==> src/rtl/fifo_word_packer_if.sv <==
// fifo_word_packer_if
//   Bundles the FIFO read port, the flush request, the packed output stream
//   and the underrun counter of fifo_word_packer.
//   master : the packer side (drives read request, output word, counter)
//   slave  : the surrounding FIFO / downstream side
interface fifo_word_packer_if #(
   parameter int DATA_WIDTH = 8,
   parameter int LANES      = 4
);
   logic                          fifo_rd_enb;
   logic [DATA_WIDTH-1:0]         fifo_rd_data;
   logic                          fifo_empty;
   logic                          fifo_underrun;
   logic                          flush;
   logic [DATA_WIDTH*LANES-1:0]   m_data;
   logic [LANES-1:0]              m_keep;
   logic                          m_valid;
   logic                          m_ready;
   logic [7:0]                    underrun_cnt;

   modport master (
      output fifo_rd_enb,
      input  fifo_rd_data,
      input  fifo_empty,
      input  fifo_underrun,
      input  flush,
      output m_data,
      output m_keep,
      output m_valid,
      input  m_ready,
      output underrun_cnt
   );

   modport slave (
      input  fifo_rd_enb,
      output fifo_rd_data,
      output fifo_empty,
      output fifo_underrun,
      output flush,
      input  m_data,
      input  m_keep,
      input  m_valid,
      output m_ready,
      input  underrun_cnt
   );
endinterface

==> src/rtl/fifo_word_packer.sv <==
// fifo_word_packer
//   Pops DATA_WIDTH-bit entries from a FIFO read port (two cycles per pop),
//   packs LANES of them little-endian into one word and presents it on a
//   valid/ready stream. A flush emits the partial word with a lane-keep mask.
//   Reads that come back flagged as underrun are discarded and counted.
// Ports
//   clk    : rising-edge clock
//   rst_n  : asynchronous active-low reset
//   bus    : fifo_word_packer_if.master (FIFO read port, flush, output
//            stream, saturating underrun counter)
//
// state   | meaning
// --------+--------------------------------------------------------------
// IDLE    | may issue a read, serve a pending flush
// CAPT    | read data/underrun from the FIFO valid; capture or discard
module fifo_word_packer #(
   parameter int DATA_WIDTH = 8,
   parameter int LANES      = 4,
   parameter int CNT_WIDTH  = 3
) (
   input  logic                 clk,
   input  logic                 rst_n,
   fifo_word_packer_if.master   bus
);

   localparam logic [0:0] ST_IDLE = 1'b0;
   localparam logic [0:0] ST_CAPT = 1'b1;

   localparam logic [CNT_WIDTH-1:0] LANES_C = CNT_WIDTH'(LANES);

   logic [0:0]                          state;
   logic [CNT_WIDTH-1:0]                cnt;
   logic [LANES-1:0][DATA_WIDTH-1:0]    acc;
   logic                                flush_pend;

   logic [DATA_WIDTH*LANES-1:0]         m_data_q;
   logic [LANES-1:0]                    m_keep_q;
   logic                                m_valid_q;
   logic [7:0]                          ucnt_q;

   logic                                out_free;
   logic                                load_full;
   logic                                serve_flush;
   logic                                rd_go;
   logic [LANES-1:0]                    keep_part;

   assign out_free    = !m_valid_q || bus.m_ready;
   assign load_full   = (cnt == LANES_C) && out_free;
   assign serve_flush = (state == ST_IDLE) && flush_pend && out_free && (cnt < LANES_C);

   // A flush arriving this cycle blocks the read so the partial word it
   // will emit is not extended by a byte still in flight.
   assign rd_go = (state == ST_IDLE) && !bus.fifo_empty && (cnt < LANES_C)
                  && !flush_pend && !bus.flush;

   assign keep_part = LANES'((32'd1 << cnt) - 32'd1);

   // Read request is combinational from IDLE so the byte lands in the very
   // next (CAPT) cycle; gated by reset so it reads 0 while held in reset.
   assign bus.fifo_rd_enb  = rd_go && rst_n;
   assign bus.m_data       = m_data_q;
   assign bus.m_keep       = m_keep_q;
   assign bus.m_valid      = m_valid_q;
   assign bus.underrun_cnt = ucnt_q;

   always_ff @(posedge clk or negedge rst_n) begin
      if (!rst_n) begin
         state      <= ST_IDLE;
         cnt        <= '0;
         acc        <= '0;
         flush_pend <= 1'b0;
         m_data_q   <= '0;
         m_keep_q   <= '0;
         m_valid_q  <= 1'b0;
         ucnt_q     <= 8'd0;
      end else begin
         case (state)
            ST_IDLE: if (rd_go) state <= ST_CAPT;
            default: state <= ST_IDLE;
         endcase

         if (state == ST_CAPT) begin
            if (!bus.fifo_underrun) begin
               acc[cnt[CNT_WIDTH-2:0]] <= bus.fifo_rd_data;
               cnt                     <= cnt + 1'b1;
            end else if (ucnt_q != 8'hFF) begin
               ucnt_q <= ucnt_q + 8'd1;
            end
         end

         if (m_valid_q && bus.m_ready) m_valid_q <= 1'b0;

         // Full word wins over flush service; the two are mutually exclusive
         // because flush service requires cnt < LANES.
         if (load_full) begin
            m_data_q  <= acc;
            m_keep_q  <= '1;
            m_valid_q <= 1'b1;
            cnt       <= '0;
            acc       <= '0;
         end else if (serve_flush) begin
            if (cnt != '0) begin
               m_data_q  <= acc;
               m_keep_q  <= keep_part;
               m_valid_q <= 1'b1;
               cnt       <= '0;
               acc       <= '0;
            end
         end

         // A new pulse in the same cycle as service re-arms the request.
         if (serve_flush) flush_pend <= 1'b0;
         if (bus.flush)   flush_pend <= 1'b1;
      end
   end

endmodule

==> src/flat_wrapper.sv <==
// flat-port wrapper written by rule: the top's interface ports become plain ports
module fifo_word_packer_flat 
#(
   parameter int DATA_WIDTH = 8,
   parameter int LANES      = 4,
   parameter int CNT_WIDTH  = 3
)
  (clk, rst_n, bus_fifo_rd_enb, bus_fifo_rd_data, bus_fifo_empty, bus_fifo_underrun, bus_flush, bus_m_data, bus_m_keep, bus_m_valid, bus_m_ready, bus_underrun_cnt);
  fifo_word_packer_if #(.DATA_WIDTH(DATA_WIDTH), .LANES(LANES)) bus_i ();
  input  logic clk;
  input  logic rst_n;
  output wire logic [$bits(bus_i.fifo_rd_enb)-1:0] bus_fifo_rd_enb;
  input wire logic [$bits(bus_i.fifo_rd_data)-1:0] bus_fifo_rd_data;
  input wire logic [$bits(bus_i.fifo_empty)-1:0] bus_fifo_empty;
  input wire logic [$bits(bus_i.fifo_underrun)-1:0] bus_fifo_underrun;
  input wire logic [$bits(bus_i.flush)-1:0] bus_flush;
  output wire logic [$bits(bus_i.m_data)-1:0] bus_m_data;
  output wire logic [$bits(bus_i.m_keep)-1:0] bus_m_keep;
  output wire logic [$bits(bus_i.m_valid)-1:0] bus_m_valid;
  input wire logic [$bits(bus_i.m_ready)-1:0] bus_m_ready;
  output wire logic [$bits(bus_i.underrun_cnt)-1:0] bus_underrun_cnt;
  assign bus_fifo_rd_enb = bus_i.fifo_rd_enb;
  assign bus_i.fifo_rd_data = bus_fifo_rd_data;
  assign bus_i.fifo_empty = bus_fifo_empty;
  assign bus_i.fifo_underrun = bus_fifo_underrun;
  assign bus_i.flush = bus_flush;
  assign bus_m_data = bus_i.m_data;
  assign bus_m_keep = bus_i.m_keep;
  assign bus_m_valid = bus_i.m_valid;
  assign bus_i.m_ready = bus_m_ready;
  assign bus_underrun_cnt = bus_i.underrun_cnt;
  fifo_word_packer #(.DATA_WIDTH(DATA_WIDTH), .LANES(LANES), .CNT_WIDTH(CNT_WIDTH)) u_core (.clk(clk), .rst_n(rst_n), .bus(bus_i));
endmodule
==> config.mk <==
export PLATFORM = sky130hd
export DESIGN_NAME = fifo_word_packer_flat
export DESIGN_NICKNAME = d
export VERILOG_FILES = /design/src/rtl/fifo_word_packer_if.sv /design/src/rtl/fifo_word_packer.sv /design/src/flat_wrapper.sv
export SDC_FILE = /design/constraint.sdc
export NUM_CORES = 1
export LEC_CHECK = 0
export CAP_MARGIN = 30
export CORE_ASPECT_RATIO = 1.75
export CORE_UTILIZATION = 40
export DETAILED_ROUTE_END_ITERATION = 16
export PLACE_DENSITY = 0.69
export SETUP_SLACK_MARGIN = 0.3
export SYNTH_ARGS = -nofsm -noshare
export SYNTH_HDL_FRONTEND = slang
export SYNTH_SLANG_ARGS = --single-unit
==> constraint.sdc <==
create_clock -name clk -period 5 [get_ports clk]
set_clock_uncertainty 0.05 [all_clocks]
set_input_delay 1.5 -clock clk [delete_from_list [all_inputs] [get_ports clk]]
set_output_delay 1.5 -clock clk [all_outputs]
set_load 0.005 [all_outputs]
==> Word level (Yosys, flattened, before mapping) <==
Index checks and enable logic that the tools add are counted.
{ "totals": {"reg_bits": 82, "input_bits": 14, "out_inout_bits": 46, "wordCells": 70} }
{ "op_classes": {"n_addsub": 3, "order_cmp": 3, "eq_ne": 2, "shift": 1, "n_mux": 27, "bitwise_logic": 1, "reduce_logical": 22} }
{ "ops": {"columns": ["operator", "count"], "rows": [
  ["32-bit 2-to-1 mux", 8],
  ["32-bit bitwise mux", 1],
  ["8-bit demux with 2-bit select", 1],
  ["3-bit 2-to-1 mux", 5],
  ["4-bit 2-to-1 mux", 3],
  ["1-bit logical AND", 11],
  ["8-bit by 1-bit adder with 8-bit output, second input constant", 1],
  ["1-bit 2-to-1 mux", 8],
  ["8-bit 2-to-1 mux", 1],
  ["8-bit inequality test, second input constant", 1],
  ["2-bit nonzero test", 3],
  ["1-bit logical NOT", 4],
  ["1-bit by 3-bit << shifter with 4-bit output, first input constant", 1],
  ["4-bit by 1-bit subtractor with 4-bit output, second input constant", 1],
  ["3-bit by 1-bit adder with 3-bit output, second input constant", 1],
  ["3-bit == test, second input constant", 1],
  ["2-bit by 3-bit < comparator with 1-bit output, second input constant", 1],
  ["3-bit < comparator, second input constant", 1],
  ["3-bit AND reduction", 1],
  ["3-bit nonzero test", 1],
  ["2-bit by 1-bit greater-or-equal comparator with 1-bit output, second input constant", 1],
  ["2-bit AND reduction", 1],
  ["1-bit logical OR", 1],
  ["1-bit NOT", 1]
]} }

==> Depth between registers and ports, before layout <==
Gate-level depths: netlist of the first run.
{ "logic_depth": {"ltp_word": 10, "ltp_mapped": 7, "mapped_depth_nobuf": 6} }

==> Least setup slack after synthesis of the first run <==
No wires, ideal clock.
{ "synth_timing": {"path_type": "input to output", "from": "input bus_flush", "to": "output bus_fifo_rd_enb", "t_arrival_ps": 1936, "required_time_ps": 3450, "setup_slack_ps": 1514, "cell_stages": 2, "n_path_buf": 0, "path_cell_list": "nor4_1 > and2_1"} }
{ "synth_between": {"elab_chain_len": 3} }
{ "synth_lines": {"columns": ["item", "line", "source"], "rows": [
  ["from (decl)", "flat_wrapper.sv:16", "input wire logic [$bits(bus_i.flush)-1:0] bus_flush;"],
  ["1-bit logical NOT", "fifo_word_packer.sv:54", "&& !flush_pend && !bus.flush;"],
  ["1-bit logical AND", "fifo_word_packer.sv:54", null],
  ["1-bit logical AND", "fifo_word_packer.sv:60", "assign bus.fifo_rd_enb = rd_go && rst_n;"],
  ["to (decl)", "flat_wrapper.sv:12", "output wire logic [$bits(bus_i.fifo_rd_enb)-1:0] bus_fifo_rd_enb;"]
]} }
No other way between the ends.

==> Worst setup path after layout of the first run <==
Same ends and word-level chain as after synthesis.

==> results of run 1 <==
-- area by class of cell --
class                      instances  area [um^2]
multi-input combinational        204         1490
clock buffer                      13          270
clock inverter                     2         35.0
sequential                        82         2050
fill                             758         4080
tap                              117          146
inverter                           2         7.51
timing repair buffer              64          646
-- worst max-delay path: cells and delay by family --
kind	cells	cell delay, ps
buffers and inverters	2	910
and+or+nand+nor	2	490
-- stage by stage --
step | util [%] | instances | hold WS, ps
floorplan | - | 306 | 407
global placement | 49.4 | 468 | 403
detailed placement | 49.7 | 469 | 410
CTS | 53.2 | 484 | 422
global route | 53.2 | 484 | 432
finish | 53.2 | 484 | 415
-- cells in the final DEF (no fill, tap or decap), types with 4 or more instances in the layout --
| cell type | count |
|---|---|
| a21oi_1 | 34 |
| buf_4 | 5 |
| clkbuf_16 | 9 |
| clkdlybuf4s50_1 | 58 |
| dfrtp_1 | 82 |
| ha_1 | 8 |
| mux2_2 | 6 |
| mux2_4 | 28 |
| nand2_1 | 38 |
| nand2b_1 | 6 |
| nand3_1 | 34 |
| nand3b_1 | 6 |
| nor2_1 | 4 |
| xnor2_1 | 4 |
| xor2_1 | 5 |
-- registers in the layout, summed over array words and instances, names as in the netlist --
signal,count
u_core.bus.m_valid,1
u_core.acc,32
u_core.state,1
u_core.bus.underrun_cnt,8
u_core.cnt,3
u_core.bus.m_data,32
u_core.flush_pend,1
u_core.bus.m_keep,4
-- final timing paths --
path | end | depth (start not counted) | slack (ps) | start
setup reg to reg | u_core.bus.m_data[0] | 6 | 2110 | u_core.cnt[0]
max in group asynchronous | u_core.bus.m_data[30] | 3 | 3150 | rst_n
min in group asynchronous | u_core.state | 2 | 1150 | rst_n
setup / recovery | bus_fifo_rd_enb | 4 | 560 | bus_flush
hold / removal | u_core.bus.m_keep[0] | 1 | 410 | u_core.bus.m_keep[0]
hold reg to reg | u_core.bus.m_keep[0] | 1 | 410 | u_core.bus.m_keep[0]
-- routing by layer --
metal	vias up	routed length, um
met5	-	0
met3	18	335
met2	62	3860
met1	1222	2960
met4	0	269
li1	1186	-
-- kinds of logic (layout without fill, tap and decap cells) --
group                    count (synthesis)  in the layout
buffers and inverters                   20             81
flip-flops                              82             82
adder cells (fa/ha/maj)                  8              8
multiplexers                            36             36
AND/OR/NAND/NOR                        106            106
XOR/XNOR                                 9              9
AO/OA/AOI/OAI                           45             45
-- power by group through the flow --
stage               combinational (W)  clock (W)  sequential [W]
global route                 0.000742   0.000706        0.000929
floorplan                    0.000441          0        0.000899
CTS                          0.000687   0.000681        0.000914
finish                       0.000677   0.000667        0.000909
detailed placement           0.000680          0        0.000924
global placement             0.000669          0        0.000920
==> out/metrics.csv, run 1 <==
stage,metric,value,unit
die,Initial Utilization,41.7,%
global_routing,met2 Use GR,29.0,%
critical_path,Crit Path Category,input port to output pin,
yosys,Synth area leader,dfrtp_1,
yosys,largest family of logic cells by synthesized area,simple AND/OR/NAND/NOR gates,
finish,layout net count,385,
die,# rows,45,
yosys,synth unique cells,35,
placement,hpwl dp,5380,um
timing,TNS Setup,0,ps
placement,placer congestion estimate,0.767,
power_and_ir_drop,Flop pwr share,40.4,%
power_and_ir_drop,Peak VDD IR,0.293,mV
yosys,"Top FF cell, synth",dfrtp_1,
yosys,Post-Syn Area per Cell,11.9,um^2
global_routing,number of global-route vias before repair,2493,
routing,DRC,0,
timing,count of endpoints failing setup in the final report,0,
placement,IO Port Bufs,59,
clock_tree,TritonCTS clock tree,yes,
clock_tree,H-tree lvl count,3,
global_routing,met1 usage,19.9,%
routing,vias per std cell,5.14,
global_routing,layer with the highest usage,met2,
routing,Antenna Violating Nets Remaining,0,
yosys,Compound-Gate Fraction of Synth Area,7.08,%
yosys,Post-Synth Simple-Gate Area,14.8,%
clock_tree,Worst-path clk slew,50,ps
placement,pre-CTS setup slack,550,ps
timing,slew margin rel.,37.8,%
power_and_ir_drop,clock share of power,29.6,%
critical_path,CP arrival,2890,ps
yosys,"Cell Area, Synth",3640,um^2
global_routing,met3 usage,4.40,%
yosys,post-synthesis adder-cell area fraction,2.75,%
critical_path,crit start category,input port,
critical_path,crit path cell chain,clkdlybuf4s50_1 > nor4_1 > and2_1 > clkdlybuf4s50_1,
power_and_ir_drop,Power Density,485,nW/um^2
critical_path,CP max FO,2,
critical_path,CP max stage delay,490,ps
routing,routed via count,2488,
power_and_ir_drop,Comb power frac,30.0,%
routing,final WL,7430,um
global_routing,GR Overflow Total,0,
power_and_ir_drop,P_sw,0.000662,W
critical_path,slowest CP cell,clkdlybuf4s50_1,
clock_tree,maximum clock path buffer count,2,
yosys,Synth Warn #,0,
yosys,ys async rst share,100,%
routing,drt wl/cell,15.3,um
status,status,finished clean,
finish,Final Instance Area,4640,um^2
placement,placed cell area,4340,um^2
timing,Slew Limit Fails,0,
routing,drt first pass iters,4,
yosys,Mapped Cells,306,
die,Die Ht,128,um
global_routing,initial antenna violation count,0,
yosys,top post-synthesis cells by area,"dfrtp_1 (56%), mux2_4 (12%), a21oi_1 (4.7%)",
power_and_ir_drop,Pint,0.00159,W
yosys,Post-synth EDFFs,0,
timing,slew at the pin closest to its max-slew limit,933,ps
die,chip width,74.1,um
die,IO Pins,60,
critical_path,CP endpoint kind,output pin,
yosys,post-synthesis sequential area ratio,56.3,%
routing,drt initial violations,119,
clock_tree,Sink Count,82,
clock_tree,hold buffers post-CTS,0,
clock_tree,Worst-Skew Late Latency,340,ps
power_and_ir_drop,switching share of total power,29.4,%
finish,share of layout cells above drive strength 1,15.8,%
power_and_ir_drop,Leak,2.13,nW
yosys,"count leader, synth",dfrtp_1,
timing,min Tclk post-route,4440,ps
worst_hold_path,Worst Hold Class,register to register,
global_routing,first-pass GRT wire length,12200,um
timing,crit share post-route,88.9,%
global_routing,largest net degree at the start of global routing,49,
timing,"Hold Vio Cnt, Final",0,
yosys,XOR/XNOR Fraction of Synth Area,2.16,%
finish,Ant. Diodes,0,
clock_tree,# Post-CTS Setup Buffers,0,
global_routing,Total Routing Usage GR,17.5,%
critical_path,Crit path top cell by count,clkdlybuf4s50_1,
clock_tree,post_cts resized,0,
yosys,Synthesized Nets,328,
timing,RSZ-0062 raised after global routing,no,
finish,area growth from synthesis to layout,27.5,%
die,Die ar.,9510,um^2
die,core area,8730,um^2
yosys,most frequent cells after synthesis,"dfrtp_1 (82), nand2_1 (38), a21oi_1 (34), nand3_1 (34), mux2_4 (28)",
timing,"Worst Setup Slack, final",556,ps
timing,FMAX,0.225,GHz
yosys,mux contribution to synthesized area,13.9,%
power_and_ir_drop,Pwr Total,0.00225,W
flow_run,maxcap violations,0,
critical_path,Crit path required time,3450,ps
clock_tree,Root Buffer Master,clkbuf_16,
yosys,"FF+latch count, synth",82,
clock_tree,total CTS buffers,9,
yosys,share of the synthesized area in the top cell type,56.3,%
No activity file was read; power rests on OpenSTA's default activity.
==> run 2, diff against run 1 <==
--- a/config.mk
+++ b/config.mk
@@ -7,6 +7,7 @@
 export LEC_CHECK = 0
 export CAP_MARGIN = 30
 export CORE_ASPECT_RATIO = 1.75
+export CORE_MARGIN = 8
 export CORE_UTILIZATION = 40
 export DETAILED_ROUTE_END_ITERATION = 16
 export PLACE_DENSITY = 0.69
==> out/metrics.csv, run 2 (synthesis gave the netlist of run 1 again) <==
stage,metric,value,unit,change
global_routing,largest net degree at the start of global routing,46,,-6.1%
clock_tree,hold buffers post-CTS,0,,unchanged
clock_tree,TritonCTS clock tree,yes,,
timing,crit share post-route,88.9,%,about the same
critical_path,Crit path top cell by count,clkdlybuf4s50_1,,
routing,vias per std cell,5.00,,-2.7%
die,chip width,88.1,um,+19%
finish,"most common cell after layout, fill and taps aside",dfrtp_1,,
routing,Antenna Violating Nets Remaining,0,,unchanged
die,Die ar.,12500,um^2,+32%
critical_path,CP endpoint kind,output pin,,
finish,most frequent cells in the layout,"dfrtp_1 (82), clkdlybuf4s50_1 (58), nand2_1 (38)",,
worst_hold_path,Hold Path Sink,u_core.bus.m_keep[0],,
die,Initial Utilization,40.6,%,-1.2 points
power_and_ir_drop,Peak VDD IR,0.315,mV,+7.5%
worst_hold_path,Worst Hold Class,register to register,,
routing,routed via count,2442,,-1.8%
timing,slew margin rel.,51.3,%,+13 points
die,core area,8980,um^2,+2.9%
placement,IO Port Bufs,59,,unchanged
critical_path,flop2flop setup slack,2120,ps,about the same
timing,min Tclk post-route,4450,ps,+3.16 ps
clock_tree,Worst-path clk slew,60,ps,about the same
clock_tree,H-tree lvl count,3,,unchanged
global_routing,GR Overflow Total,0,,unchanged
die,IO Pins,60,,unchanged
finish,Ant. Diodes,0,,unchanged
critical_path,Worst R2R Path Depth,6,,unchanged
critical_path,crit path cell chain,clkdlybuf4s50_1 > nor4_1 > and2_1 > clkdlybuf4s50_1,,
timing,"Hold Vio Cnt, Final",0,,unchanged
critical_path,CP max FO,2,,unchanged
critical_path,Crit Path Category,input port to output pin,,
global_routing,first-pass GRT wire length,12900,um,+5.9%
clock_tree,maximum clock path buffer count,2,,unchanged
clock_tree,Sink Count,82,,unchanged
routing,drt first pass iters,5,,+1
clock_tree,total CTS buffers,9,,unchanged
critical_path,Reg2Reg Launch Point,u_core.cnt[0],,
finish,layout net count,385,,unchanged
critical_path,crit path buf inv count,2,,unchanged
timing,count of endpoints failing setup in the final report,0,,unchanged
global_routing,number of global-route vias before repair,2652,,+6.4%
status,status,finished clean,,
clock_tree,post_cts resized,0,,unchanged
worst_hold_path,start point of the worst hold path,u_core.bus.m_keep[0],,
timing,slew at the pin closest to its max-slew limit,728,ps,-205 ps
critical_path,crit start category,input port,,
routing,drt initial violations,153,,+29%
routing,drt wl/cell,16.5,um,+7.3%
timing,TNS Setup,0,ps,unchanged
power_and_ir_drop,Power Density,488,nW/um^2,+0.52%
critical_path,CP top delay family,buffers and inverters,,
power_and_ir_drop,Leak,2.12,nW,-0.60%
clock_tree,Worst-Skew Late Latency,330,ps,about the same
critical_path,CP max stage delay,500,ps,about the same
critical_path,CP Launch Point,bus_flush,,
timing,RSZ-0062 raised after global routing,no,,
worst_hold_path,Worst Hold Depth,1,,unchanged
die,Die Ht,142,um,+11%
critical_path,slowest CP cell,clkdlybuf4s50_1,,
placement,placer congestion estimate,0.795,,+3.6%
critical_path,reg2reg end,u_core.bus.m_data[1],,
die,# rows,46,,+2.2%
routing,DRC,0,,unchanged
global_routing,Total Routing Usage GR,13.8,%,-3.7 points
clock_tree,Root Buffer Master,clkbuf_16,,
finish,share of layout cells above drive strength 1,15.5,%,-0.31 points
timing,Slew Limit Fails,0,,unchanged
global_routing,initial antenna violation count,0,,unchanged
placement,hpwl dp,5890,um,+9.5%
flow_run,maxcap violations,0,,unchanged
timing,"Worst Setup Slack, final",553,ps,-3.16 ps
routing,final WL,8040,um,+8.2%
timing,FMAX,0.225,GHz,about the same
finish,area growth from synthesis to layout,26.9,%,
critical_path,Crit path required time,3450,ps,about the same
placement,pre-CTS setup slack,523,ps,-27.4 ps
clock_tree,# Post-CTS Setup Buffers,0,,unchanged
critical_path,CP arrival,2900,ps,about the same
run 2: cell count changes in the layout (fill, tap and decap cells not counted):
cell | before | now
buf_16 | 1 | 0
clkbuf_8 | 3 | 2
buf_4 | 5 | 6
clkbuf_1 | 1 | 3
run 2: area by class of cell:
| cell class | instances | area, um^2 |
|---|---|---|
| Multi-Input combinational cell | 204 | 1490 |
| Inverter | 2 | 7.51 |
| Sequential cell | 82 | 2050 |
| Timing Repair Buffer | 64 | 626 |
| Clock buffer | 14 | 264 |
| Tap cell | 120 | 150 |
| Clock inverter | 2 | 35.0 |
| Fill cell | 804 | 4360 |
run 2: worst max-delay path by stage:
stage,to,cells past startpoint
finish,bus_fifo_rd_enb,4
global route,bus_fifo_rd_enb,4
CTS,bus_fifo_rd_enb,4
detailed placement,bus_fifo_rd_enb,4
global placement,bus_fifo_rd_enb,4
floorplan,bus_fifo_rd_enb,2
run 2: report_power, final:
part           internal [W]  switching [W]
Combinational      0.000364       0.000322
Clock              0.000414       0.000243
Sequential         0.000802       0.000108
Total               0.00158       0.000673
run 2: stage by stage:
step | util (%) | total power (W) | hold WS, ps | instances | cell area (um^2)
floorplan | - | 0.00134 | 407 | 306 | 3640
global placement | 48.1 | 0.00159 | 406 | 472 | 4320
detailed placement | 48.1 | 0.00161 | 412 | 472 | 4320
CTS | 51.5 | 0.00228 | 428 | 488 | 4620
global route | 51.5 | 0.00238 | 441 | 488 | 4620
finish | 51.5 | 0.00225 | 424 | 488 | 4620
run 2: layer usage:
metal  up-vias  track usage, %  wire length (um)
li1       1182               -                 -
met5         -               0                 0
met3        11            3.70               353
met4         0            10.2               271
met2        53            23.6              4350
met1      1196            13.7              3060
==> run 3, diff against run 2 <==
--- a/config.mk
+++ b/config.mk
@@ -10,6 +10,7 @@
 export CORE_MARGIN = 8
 export CORE_UTILIZATION = 40
 export DETAILED_ROUTE_END_ITERATION = 16
+export HOLD_SLACK_MARGIN = 0.06
 export PLACE_DENSITY = 0.69
 export SETUP_SLACK_MARGIN = 0.3
 export SYNTH_ARGS = -nofsm -noshare
==> results of run 3 <==
Final layout, timing and power as in run 2 (identical DEF).
